--- src/rtl/alu_pkg.sv ---
// Shared ALU definitions: opcodes, issue-controller states, flag bit positions
// and opcode classification helpers.
package alu_pkg;

    localparam logic [3:0] OP_ADD  = 4'b0000;
    localparam logic [3:0] OP_SUB  = 4'b0001;
    localparam logic [3:0] OP_ADDS = 4'b0010;
    localparam logic [3:0] OP_SUBS = 4'b0011;
    localparam logic [3:0] OP_CMP  = 4'b0100;
    localparam logic [3:0] OP_AND  = 4'b0111;
    localparam logic [3:0] OP_OR   = 4'b1000;
    localparam logic [3:0] OP_XOR  = 4'b1001;
    localparam logic [3:0] OP_MVN  = 4'b1010;

    localparam int unsigned FLAG_N = 3;
    localparam int unsigned FLAG_Z = 2;
    localparam int unsigned FLAG_C = 1;
    localparam int unsigned FLAG_V = 0;

    typedef enum logic [1:0] {
        IDLE = 2'd0,
        EXEC = 2'd1,
        RESP = 2'd2
    } state_t;

    function automatic logic is_legal_op(input logic [3:0] op);
        case (op)
            OP_ADD, OP_SUB, OP_ADDS, OP_SUBS, OP_CMP,
            OP_AND, OP_OR, OP_XOR, OP_MVN: return 1'b1;
            default:                       return 1'b0;
        endcase
    endfunction

    // Opcodes whose flags are architecturally visible in the status register.
    function automatic logic is_flag_op(input logic [3:0] op);
        return (op == OP_ADDS) || (op == OP_SUBS) || (op == OP_CMP);
    endfunction

endpackage

--- src/rtl/rr_arbiter.sv ---
// Combinational round-robin arbiter: one-hot grant to the first asserted
// request found after rr_ptr, wrapping from NUM_REQ-1 back to 0.
module rr_arbiter #(
    parameter int unsigned NUM_REQ = 2,
    parameter int unsigned PTR_W   = 1
) (
    input  logic [NUM_REQ-1:0] req,
    input  logic [PTR_W-1:0]   rr_ptr,
    input  logic               en,
    output logic [NUM_REQ-1:0] grant
);

    localparam int unsigned IDX_W = (NUM_REQ > 1) ? $clog2(NUM_REQ) : 1;

    logic [IDX_W-1:0] idx;
    logic             found;

    always_comb begin
        grant = '0;
        found = 1'b0;
        idx   = '0;
        for (int unsigned k = 1; k <= NUM_REQ; k++) begin
            idx = IDX_W'((32'(rr_ptr) + k) % NUM_REQ);
            if (en && !found && req[idx]) begin
                grant[idx] = 1'b1;
                found      = 1'b1;
            end
        end
    end

endmodule

--- src/rtl/alu_issue_ctrl.sv ---
// Round-robin issue controller sharing one combinational ALU between NUM_REQ
// requesters. Optional status-flag register enabled by `define ALU_FLAG_REG_EN.
module alu_issue_ctrl
    import alu_pkg::*;
#(
    parameter int unsigned NUM_REQ = 2,
    parameter int unsigned ID_W    = 1,
    parameter int unsigned DATA_W  = 32
) (
    input  logic                      clk,
    input  logic                      rst,
    input  logic [NUM_REQ-1:0]        req_valid,
    output logic [NUM_REQ-1:0]        req_ready,
    input  logic [4*NUM_REQ-1:0]      req_op,
    input  logic [DATA_W*NUM_REQ-1:0] req_a,
    input  logic [DATA_W*NUM_REQ-1:0] req_b,
    output logic [3:0]                alu_control,
    output logic [DATA_W-1:0]         operand_a,
    output logic [DATA_W-1:0]         operand_b,
    input  logic [DATA_W-1:0]         alu_result,
    input  logic [3:0]                alu_flags,
    output logic                      rsp_valid,
    input  logic                      rsp_ready,
    output logic [ID_W-1:0]           rsp_id,
    output logic [DATA_W-1:0]         rsp_result,
    output logic [3:0]                rsp_flags,
    output logic                      rsp_err,
    output logic                      busy,
    output logic [3:0]                cpsr_flags
);

    state_t              state, state_nxt;
    logic [ID_W-1:0]     rr_ptr;
    logic [NUM_REQ-1:0]  grant;
    logic                accept;
    logic                op_legal;
    logic [ID_W-1:0]     sel_id;
    logic [3:0]          sel_op;
    logic [DATA_W-1:0]   sel_a;
    logic [DATA_W-1:0]   sel_b;

    rr_arbiter #(
        .NUM_REQ (NUM_REQ),
        .PTR_W   (ID_W)
    ) u_arb (
        .req    (req_valid),
        .rr_ptr (rr_ptr),
        .en     (state == IDLE),
        .grant  (grant)
    );

    assign req_ready = grant;
    assign accept    = |(req_valid & grant);
    assign op_legal  = is_legal_op(alu_control);
    assign busy      = (state == EXEC) || (state == RESP);

    always_comb begin
        sel_id = '0;
        sel_op = '0;
        sel_a  = '0;
        sel_b  = '0;
        for (int unsigned i = 0; i < NUM_REQ; i++) begin
            if (grant[i]) begin
                sel_id = ID_W'(i);
                sel_op = req_op[4*i +: 4];
                sel_a  = req_a[DATA_W*i +: DATA_W];
                sel_b  = req_b[DATA_W*i +: DATA_W];
            end
        end
    end

    always_ff @(posedge clk) begin
        if (rst) state <= IDLE;
        else     state <= state_nxt;
    end

    always_comb begin
        state_nxt = state;
        case (state)
            IDLE:    if (accept) state_nxt = EXEC;
            EXEC:    state_nxt = RESP;
            RESP:    if (rsp_ready) state_nxt = IDLE;
            default: state_nxt = IDLE;
        endcase
    end

    // ALU input registers only move on accept so the ALU sees stable operands
    // through EXEC and between operations.
    always_ff @(posedge clk) begin
        if (rst) begin
            rr_ptr      <= ID_W'(NUM_REQ - 1);
            alu_control <= '0;
            operand_a   <= '0;
            operand_b   <= '0;
            rsp_id      <= '0;
            rsp_result  <= '0;
            rsp_flags   <= '0;
            rsp_err     <= 1'b0;
            rsp_valid   <= 1'b0;
        end else begin
            case (state)
                IDLE: begin
                    if (accept) begin
                        alu_control <= sel_op;
                        operand_a   <= sel_a;
                        operand_b   <= sel_b;
                        rsp_id      <= sel_id;
                        rr_ptr      <= sel_id;
                    end
                end
                EXEC: begin
                    rsp_result <= op_legal ? alu_result : '0;
                    rsp_flags  <= op_legal ? alu_flags  : '0;
                    rsp_err    <= !op_legal;
                    rsp_valid  <= 1'b1;
                end
                RESP: begin
                    if (rsp_ready) rsp_valid <= 1'b0;
                end
                default: ;
            endcase
        end
    end

`ifdef ALU_FLAG_REG_EN
    logic [3:0] cpsr_q;

    always_ff @(posedge clk) begin
        if (rst) begin
            cpsr_q <= '0;
        end else if (state == EXEC && op_legal && is_flag_op(alu_control)) begin
            cpsr_q <= alu_flags;
        end
    end

    assign cpsr_flags = cpsr_q;
`else
    assign cpsr_flags = '0;
`endif

endmodule

--- config.mk ---
export PLATFORM = sky130hd
export DESIGN_NAME = alu_issue_ctrl
export DESIGN_NICKNAME = d
export VERILOG_FILES = /design/src/rtl/alu_pkg.sv /design/src/rtl/rr_arbiter.sv /design/src/rtl/alu_issue_ctrl.sv
export SDC_FILE = /design/constraint.sdc
export NUM_CORES = 1
export LEC_CHECK = 0
export ABC_CLOCK_PERIOD_IN_PS = 5150
export BUFFER_PORTS_ARGS = -buffer_cell sky130_fd_sc_hd__buf_2
export CORE_AREA = 4 4 110 112
export CTS_CLUSTER_SIZE = 8
export DETAILED_ROUTE_END_ITERATION = 10
export DIE_AREA = 0 0 114 116
export PLACE_DENSITY_LB_ADDON = 0.05
export REMOVE_ABC_BUFFERS = 1
export SLEW_MARGIN = 20
export SYNTH_ARGS = -nofsm -noshare
export SYNTH_HDL_FRONTEND = slang
export SYNTH_HIERARCHICAL = 1
export SYNTH_SLANG_ARGS = --single-unit
export TNS_END_PERCENT = 5
--- constraint.sdc ---
create_clock -name clk -period 5.15 [get_ports clk]
set_input_delay 0 -clock clk [delete_from_list [all_inputs] [get_ports clk]]
set_output_delay 0 -clock clk [all_outputs]
set_load 0.01 [all_outputs]
### Word-level counts from Yosys, hierarchy flattened

Memories as Yosys holds them, arrays and structs flattened. A register that Yosys moved wholly into a read port is not among the register bits.
Cells that the tools add are included.

* register bits: 110
* bits in latches: 0
* RAM bits: 0
* bits in read-only memories: 16
* memories kept: 1

* add/subtract/negate cells: 2
* multiply operators: 0
* div/mod/pow operators: 0
* magnitude comparators: 4
* equal/unequal tests: 4
* shifts and indexed selects: 0
* muxes and demuxes: 27
* bitwise logic cells: 2
* reduce and logical (&&, ||, !) cells: 14

Memories
* (name not given): depth 16, bits a word 1, read ports 1, clocked after Yosys merged registers in 1, write ports 0, line alu_pkg.sv:27 `case (op)`

Operator list (count)
* two-way mux 32 bit: 5
* two-way mux 4 bit: 5
* two-way mux 1 bit: 9
* two-way mux 2 bit: 4
* one-hot mux 2 bit (3 select lines): 1
* AND reduction 2 bit: 3
* logical AND 1 bit: 5
* less-than comparator 1 x 2 -> 1 bit (second input constant): 2
* != test 2 bit (second input constant): 2
* adder 1 bit (second input constant): 2
* bitwise AND 2 bit: 1
* demux 1 bit (select 1 bit): 2
* == test 2 x 1 -> 1 bit (second input constant): 1
* == test 2 bit (second input constant): 1
* greater-or-equal comparator 1 bit (second input constant): 2
* zero test 1 bit: 2
* zero test 2 bit: 1
* OR 2 bit: 1
* one-hot mux 1 bit (2 select lines): 1
* nonzero test 2 bit: 1
* OR reduction 2 bit: 1
* logical OR 1 bit: 1

### Longest topological paths before layout

Gate-level depths: netlist of the first run.

* word-level depth: 14
* mapped depth: 15
* depth with buffers taken out: 12

### Hierarchy

The synthesis of the first run kept the hierarchy.

Modules (own cells, without submodules)
* alu_issue_ctrl: instances 1, cells an instance 517, area each 4466.8 um^2
* rr_arbiter: instances 1, cells an instance 5, area each 21.3 um^2

### Least setup slack after synthesis of the first run

Ideal clock, no wire load.

* path type: reg2reg
* start: register state[0]
* end: register, netlist name op_legal
* library setup time: 0.133 ns
* arrival time: 2.424 ns
* required time: 5.017 ns
* setup slack: 2.593 ns
* cell stages (with the launch flop): 16
* path buffers: 3
* clock period less this slack: 2.557 ns
* path through: dfxtp_1 -> inv_1 -> ha_1 -> nand2_1 -> a21oi_1 -> buf_6 -> a22o_4 -> and2_4 -> buf_6 -> buf_6 -> nor2_1 -> nor3_1 -> ha_1 -> inv_1 -> a2111oi_2 -> o22ai_1

* cells in the longest elaborated chain, start to end: 12

RTL lines
* start, declared: line alu_issue_ctrl.sv:32 `state_t state, state_nxt;`
* start signal, assigned: line alu_issue_ctrl.sv:74 `else state <= state_nxt;`
* zero test 2 bit *: line alu_issue_ctrl.sv:48 `.en (state == IDLE),`
* logical AND 1 bit: line rr_arbiter.sv:24 `if (en && !found && req[idx]) begin`
* two-way mux 1 bit: line rr_arbiter.sv:24
* zero test 1 bit: line rr_arbiter.sv:24
* logical AND 1 bit (2 in a row): line rr_arbiter.sv:24
* two-way mux 2 bit *: line rr_arbiter.sv:24
* net req_ready[1]: line alu_issue_ctrl.sv:13 `output logic [NUM_REQ-1:0] req_ready,`
* bitwise AND 2 bit: line alu_issue_ctrl.sv:53 `assign accept = |(req_valid & grant);`
* OR reduction 2 bit: line alu_issue_ctrl.sv:53
* AND reduction 2 bit (no line)
* two-way mux 4 bit (no line) * (2 in a row)

The timed path passes the listed nets; every way through them passes the cells marked *.
A chain may end at the register's enable or synchronous reset.

### Worst setup path after layout of the first run

* start: register state[0]
* end: register operand_a[21]

* cells in the longest elaborated chain, start to end: 10

RTL lines
* zero test 2 bit *: line alu_issue_ctrl.sv:48, alu_issue_ctrl.sv:101
* logical AND 1 bit: line rr_arbiter.sv:24
* two-way mux 1 bit: line rr_arbiter.sv:24
* zero test 1 bit: line rr_arbiter.sv:24
* logical AND 1 bit (2 in a row): line rr_arbiter.sv:24
* two-way mux 2 bit: line rr_arbiter.sv:24
* bitwise AND 2 bit: line alu_issue_ctrl.sv:53
* OR reduction 2 bit: line alu_issue_ctrl.sv:53
* AND reduction 2 bit (no line)
* end signal, assigned: line alu_issue_ctrl.sv:105 `operand_a <= sel_a;`
* end, declared: line alu_issue_ctrl.sv:18 `output logic [DATA_W-1:0] operand_a,`

Every way passes the cells marked *; elsewhere a longest branch is shown, timed or not.

==> results of run 1 <==
cells in the final DEF, fill, tap and decap left out, types with 7 or more instances in the layout:
cell type and n:
buf_2 285, dlygate4sd3_1 156, dfxtp_1 111, nor2_1 107, nor3_1 69, a221oi_1 65
a21oi_1 43, nor2b_1 38, clkbuf_16 9, nand2_1 7
worst min-delay path by stage:
stage                   start             end  slack (ns)  depth (start not counted)
2_1_floorplan             rst          rsp_id        0.07                          1
3_3_place_gp   alu_result[10]  rsp_result[10]        0.23                          3
3_5_place_dp    alu_result[5]   rsp_result[5]        0.23                          3
4_1_cts             req_a[59]   operand_a[27]      0.0004                          3
5_1_grt             req_a[59]   operand_a[27]       0.006                          3
6_report            req_b[29]   operand_b[29]       0.008                          3
sequential cells by signal (all words and copies together) (netlist names):
register and flops:
rsp_id 1, alu_control 4, rr_ptr 1, op_legal 1, operand_a 32, rsp_result 32, state 2, rsp_flags 4
rsp_valid 1, rsp_err 1, operand_b 32
worst register-to-register path, cell delays in order, from the launching register on:
cell,delay [ns]
dfxtp_1,0.33
inv_1,0.11
ha_1,0.34
nand2_1,0.15
a21oi_4,0.14
buf_4,0.59
nor2b_4,0.24
buf_4,0.36
a221oi_1,0.37
dlygate4sd3_1,0.60
nor3_1,0.04
layer usage:
| layer | wire (um) | GRT usage, % |
|---|---|---|
| met1 | 6480 | 29.1 |
| met2 | 8500 | 43.1 |
| met3 | 1440 | 6.21 |
| met4 | 469 | 9.90 |
| met5 | 0 | 0 |
final cells by class:
cell class	count	area share, %
well taps	143	2.31
repair buffers	447	39.1
flip-flops and latches	111	28.7
clock buffers	14	3.28
inverters	6	0.290
multi-input cells	353	26.1
clock inverters	2	0.210
cell families (layout without fill, tap and decap cells):
family	Yosys count	in the layout	synth area share, %
AND/OR/NAND/NOR	225	225	23.1
AO/OA/AOI/OAI	117	117	19.3
flip-flops	111	111	49.5
buffers and inverters	61	469	6.16
adder cells (fa/ha/maj)	5	5	1.39
multiplexers	2	2	0.446
other	1	4	0.0836
stage by stage:
step / util, % / hold WS, ns / cell area, um2
after global routing: 69.1 / 0.00631 / 7750
after detailed placement: 52.8 / 0.235 / 5920
after CTS: 69.1 / 0.000393 / 7750
after floorplan: - / 0.0691 / 4250
final: 69.1 / 0.00843 / 7750
after global placement: 52.7 / 0.229 / 5920
power breakdown:
group	leakage [nW]	switching [mW]	internal, mW	total, mW
clock	0.127	0.297	0.344	0.641
combinational	2.74	1.02	0.865	1.89
sequential	0.909	0.129	1.12	1.25
what timing repair did:
item                       4_1_cts  5_1_grt
buffers inserted                 0        0
setup endpoints to repair        0        0
hold endpoints to repair        97        0
hold buffers                   156        0
==> results.md, run 1 <==
• **outcome** finished, final reports clean
• **routability congestion estimate from global placement** 0.802
• **fraction of the cycle the final worst path needs** 66.1%
• **die area** 13200 um2
• **nature of the critical path startpoint** register
• **placed insts** 904
• **category of the most critical setup path** reg -> reg
• **total power consumption of the routed design** 3.78 mW
• **synthesis-stage register bit count** 111
• **vias in the first global route** 5329
• **DPL Wire Length** 10700 um
• **worst setup slack after placement** 2.02 ns
• **number of different library cells in the post-synthesis netlist** 24
• **count of non-filler cells in the finished layout** 1076
• **worst reg2reg endpoint** operand_a[21]
• **cell taking the most area after synthesis** dfxtp_1
• **largest voltage drop on the vdd net** 0.336 mV
• **P&R area growth vs syn** 72.8%
• **clk slew on worst S/H paths** 0.07 ns
• **worst setup slack after layout** 1.75 ns
• **final critical delay including setup and external delays** 3.40 ns
• **antenna diode count** 0
• **required time at the endpoint of the critical path** 5.35 ns
• **detailed router's first-iteration violation count** 290
• **total core area** 11200 um2
• **post-route ant nets** 0
• **Avg Inst Size Synth** 8.60 um2
• **DRC violation count after routing** 0
• **DRT Wirelength** 16900 um
• **filler cell count in the final layout** 899
• **setup violation total in the final timing report** 0
• **number of cells on the worst reg-to-reg path** 10
• **worst slew margin relative to its limit** 48.7%
• **Netlist Area Pre-Place** 4490 um2
• **CP cell instances** inv_1 > ha_1 > nand2_1 > a21oi_4 > buf_4 > nor2b_4 > buf_4 > a221oi_1 > dlygate4sd3_1 > nor3_1
• **effective utilization at floorplan** 40.0%
• **total negative setup slack** 0 ns
• **share of layout cells above drive strength 1** 33.1%
• **launch point of the worst path** state[0]
• **crit path to** operand_a[21]
• **crit-path most repeated cell** buf_4
• **Gate Count Post-Synth** 522
• **clock tree root driver cell** clkbuf_16
• **Post-synth top flop** dfxtp_1
• **overall die width** 114 um
• **worst path buffer plus inverter count** 4
• **max-slew violation total from the final report** 0
• **mean routed wirelength per cell** 15.7 um
• **TritonCTS buffer count** 9
• **most common library cells after synthesis** 111 x dfxtp_1, 107 x nor2_1, 69 x nor3_1
• **Hold Vio Cnt, Final** 0
• **setup slack, reg-to-reg** 1.75 ns
• **length of the first detailed-routing pass in iterations** 5
• **leakage power** 3.77 nW
• **crit path DAT** 3.61 ns
• **Seq. cell area** 2220 um2
• **Remaining Overflow, GRT** 0
• **Synth top area share** 49.5%
• **power density over the cells** 487 nW/um2
• **all-layer global routing usage** 24.7%
• **via total after detailed routing** 5486
• **Die Ht** 116 um
• **slew at the pin closest to its max-slew limit** 0.769 ns
• **final worst clock skew** 0.0107 ns
• **number of buffers inserted by port buffering** 286
• **kind of path behind the tightest hold check** in -> reg
• **count of instances resized after the clock tree is built** 0
• **top cells by area, synth** dfxtp_1 50%, a221oi_1 13%, nor2_1 8.9%
• **count of clock tree sinks** 111
• **insertion delay to the later sink of the worst-skew pair** 0.34 ns
• **Max stage delay cell, worst path** dlygate4sd3_1
• **combined area of the multi-input logic cells** 2030 um2
• **top achievable clock speed** 294 MHz
• **TritonCTS clock tree** yes
• **number of buffers on the longest clock path** 2
• **crit-path leading delay family** buffers and inverters
• **largest fanout on the critical path** 72
• **slowest cell delay on critical path** 0.60 ns
• **share of synthesized area occupied by flip-flops and latches** 49.5%
• **net total in the final layout** 1110
• **maximum capacitance violations** 0
• **wire length of the first global-routing pass** 26400 um
• **total number of yosys warnings** 6
• **kind of end point of the critical path** register
• **number of synthesized flops with an enable pin** 0
• **number of placed I/O pins** 291
• **RSZ-0062 raised after global routing** no
• **number of stages on the worst setup path** 10
• **async set or reset register ratio after synthesis** 0%
• **CTS H-Tree Depth** 3
• **startpoint of the worst-slack reg-to-reg timing path** state[0]
• **antenna violations before repair** 0
• **cell row count** 39
• **via density per instance** 5.10
• **pin count of the biggest net entering global routing** 73
• **most repeated cell in the gate-level netlist after synthesis** dfxtp_1
No activity file was read; power rests on OpenSTA's default activity.
==> run 2: changes to the inputs <==
Settings changed: ABC_CLOCK_PERIOD_IN_PS 5150 to 3000, CORE_AREA 4 4 110 112 to not set, CORE_MARGIN set to 4, CORE_UTILIZATION set to 38, DIE_AREA 0 0 114 116 to not set.
Clock period 5.15 ns to 3 ns, I/O delays scaled along.
==> run 2 against run 1 <==
- the flow now finishes with violations (negative hold slack)
- clock power is 70% higher
- die area up 2.9%
- power up 72%
- flip-flop and latch count stayed put
- critical path type unchanged
- critical endpoint is now operand_a[22]
- largest power group unchanged
- highest routed layer unchanged
==> results.md, run 2 (same netlist as run 1, synthesis figures left out) <==
• **category of the most critical setup path** reg -> reg
• **insertion delay to the later sink of the worst-skew pair** 0.34 ns
• **Hold Vio Cnt, Final** 1
• **worst hold-check slack** -0.00304 ns
• **net total in the final layout** 1111
• **die area** 13600 um2
• **leakage power** 3.78 nW
• **DRC violation count after routing** 0
• **filler cell count in the final layout** 910
• **nature of the critical path startpoint** register
• **overall die width** 117 um
• **final worst clock skew** 0.0123 ns
• **routability congestion estimate from global placement** 0.823
• **cell row count** 39
• **DRT Wirelength** 17600 um
• **TritonCTS clock tree** yes
• **kind of end point of the critical path** register
• **via density per instance** 5.12
• **RSZ-0062 raised after global routing** no
• **TritonCTS buffer count** 9
• **Remaining Overflow, GRT** 0
• **required time at the endpoint of the critical path** 3.18 ns
• **P&R area growth vs syn** 73.0%
• **outcome** complete, but fails checks
• **buffers inserted during post-CTS setup optimization** 0
• **Seq. cell area** 2220 um2
• **via total after detailed routing** 5513
• **share of layout cells above drive strength 1** 33.9%
• **Max stage delay cell, worst path** dlygate4sd3_1
• **clock tree root driver cell** clkbuf_16
• **most frequent cells in the layout** 285 x buf_2, 152 x dlygate4sd3_1, 111 x dfxtp_1
• **max-slew violation total from the final report** 0
• **largest voltage drop on the vdd net** 0.390 mV
• **number of buffers on the longest clock path** 2
• **vias in the first global route** 5535
• **length of the first detailed-routing pass in iterations** 5
• **CTS H-Tree Depth** 3
• **combined area of the multi-input logic cells** 2030 um2
• **Die Ht** 117 um
• **power density over the cells** 839 nW/um2
• **clk slew on worst S/H paths** 0.06 ns
• **all-layer global routing usage** 24.8%
• **count of clock tree sinks** 111
• **mean routed wirelength per cell** 16.4 um
• **most common cell after layout, fill and taps aside** buf_2
• **slowest cell delay on critical path** 0.61 ns
• **final critical delay including setup and external delays** 2.83 ns
• **largest fanout on the critical path** 45
• **slew at the pin closest to its max-slew limit** 0.902 ns
• **wire length of the first global-routing pass** 26500 um
• **detailed router's first-iteration violation count** 287
• **Top Registers** operand_a: 32 flops, operand_b: 32 flops, rsp_result: 32 flops
• **fraction of the cycle the final worst path needs** 94.5%
• **maximum capacitance violations** 0
• **total core area** 11500 um2
• **worst slew margin relative to its limit** 39.9%
• **DPL Wire Length** 11300 um
• **total power consumption of the routed design** 6.51 mW
• **number of buffers inserted by port buffering** 286
• **kind of path behind the tightest hold check** in -> reg
• **antenna diode count** 0
• **CP cell instances** inv_1 > ha_2 > nand2_1 > a21oi_4 > buf_8 > nor2b_4 > buf_4 > a221oi_1 > dlygate4sd3_1 > nor3_1
• **post-route ant nets** 0
• **setup violation total in the final timing report** 0
• **effective utilization at floorplan** 39.1%
• **crit path DAT** 3.01 ns
• **number of placed I/O pins** 291
• **pin count of the biggest net entering global routing** 84
• **violated checks** negative hold slack
• **antenna violations before repair** 0
• **top achievable clock speed** 353 MHz
-- run 2: changes by cell type in the layout (fill, tap and decap cells not counted), sizes merged --
cell,change
buf,+5
clkinvlp,-1
dlygate4sd3,-4
-- run 2: critical path, delay by kind of cell (launching register included) --
kind	cells	cell delay [ns]
compound gates	2	0.50
flops	1	0.33
simple gates	3	0.26
buf+inv	4	1.28
fa+ha+maj	1	0.29
-- run 2: what timing repair did --
item / CTS / global route
hold endpoints to repair: 96 / 0
hold buffers: 152 / 0
setup endpoints to repair: 0 / 56
gates resized for setup: 0 / 8
-- run 2: where the power goes --
part	internal [mW]	switching (mW)	leakage, nW
Combinational	1.51	1.77	2.74
Sequential	1.92	0.225	0.909
Clock	0.583	0.505	0.127
Total	4.01	2.50	3.78
-- run 2: worst paths after layout --
path             from  slack [ns]             to  depth (start not counted)
max          state[0]        0.17  operand_a[22]                         10
min          req_a[4]      -0.003   operand_a[4]                          3
max reg2reg  state[0]        0.17  operand_a[22]                         10
min reg2reg    rsp_id        0.46         rsp_id                          2
-- run 2: layout make-up --
cell class              count  area share [%]
repair buffers            448            39.2
flip-flops and latches    111            28.6
multi-input cells         353            26.2
clock buffers              14            3.27
well taps                 143            2.30
inverters                   6           0.290
clock inverters             1          0.0645
-- run 2: routing by layer --
layer  wire [um]  track usage, %  vias to the layer above
met3        1550            6.94                       54
met4         673            12.7                        0
met1        6430            26.6                     2516
met2        8980            44.5                      276
li1            -               -                     2667
met5           0               0                        -
-- run 2: stage by stage --
step / util (%) / area (um2) / worst slack (ns) / instances / TNS, ns
2_1_floorplan: - / 4250 / -3.83 / 470 / -231.86
3_3_place_gp: 51.9 / 5950 / 0.484 / 909 / 0
3_5_place_dp: 51.9 / 5960 / 0.335 / 909 / 0
4_1_cts: 67.5 / 7740 / 0.0534 / 1076 / 0
5_1_grt: 67.7 / 7760 / 0.00168 / 1076 / 0
6_report: 67.7 / 7760 / 0.166 / 1076 / 0
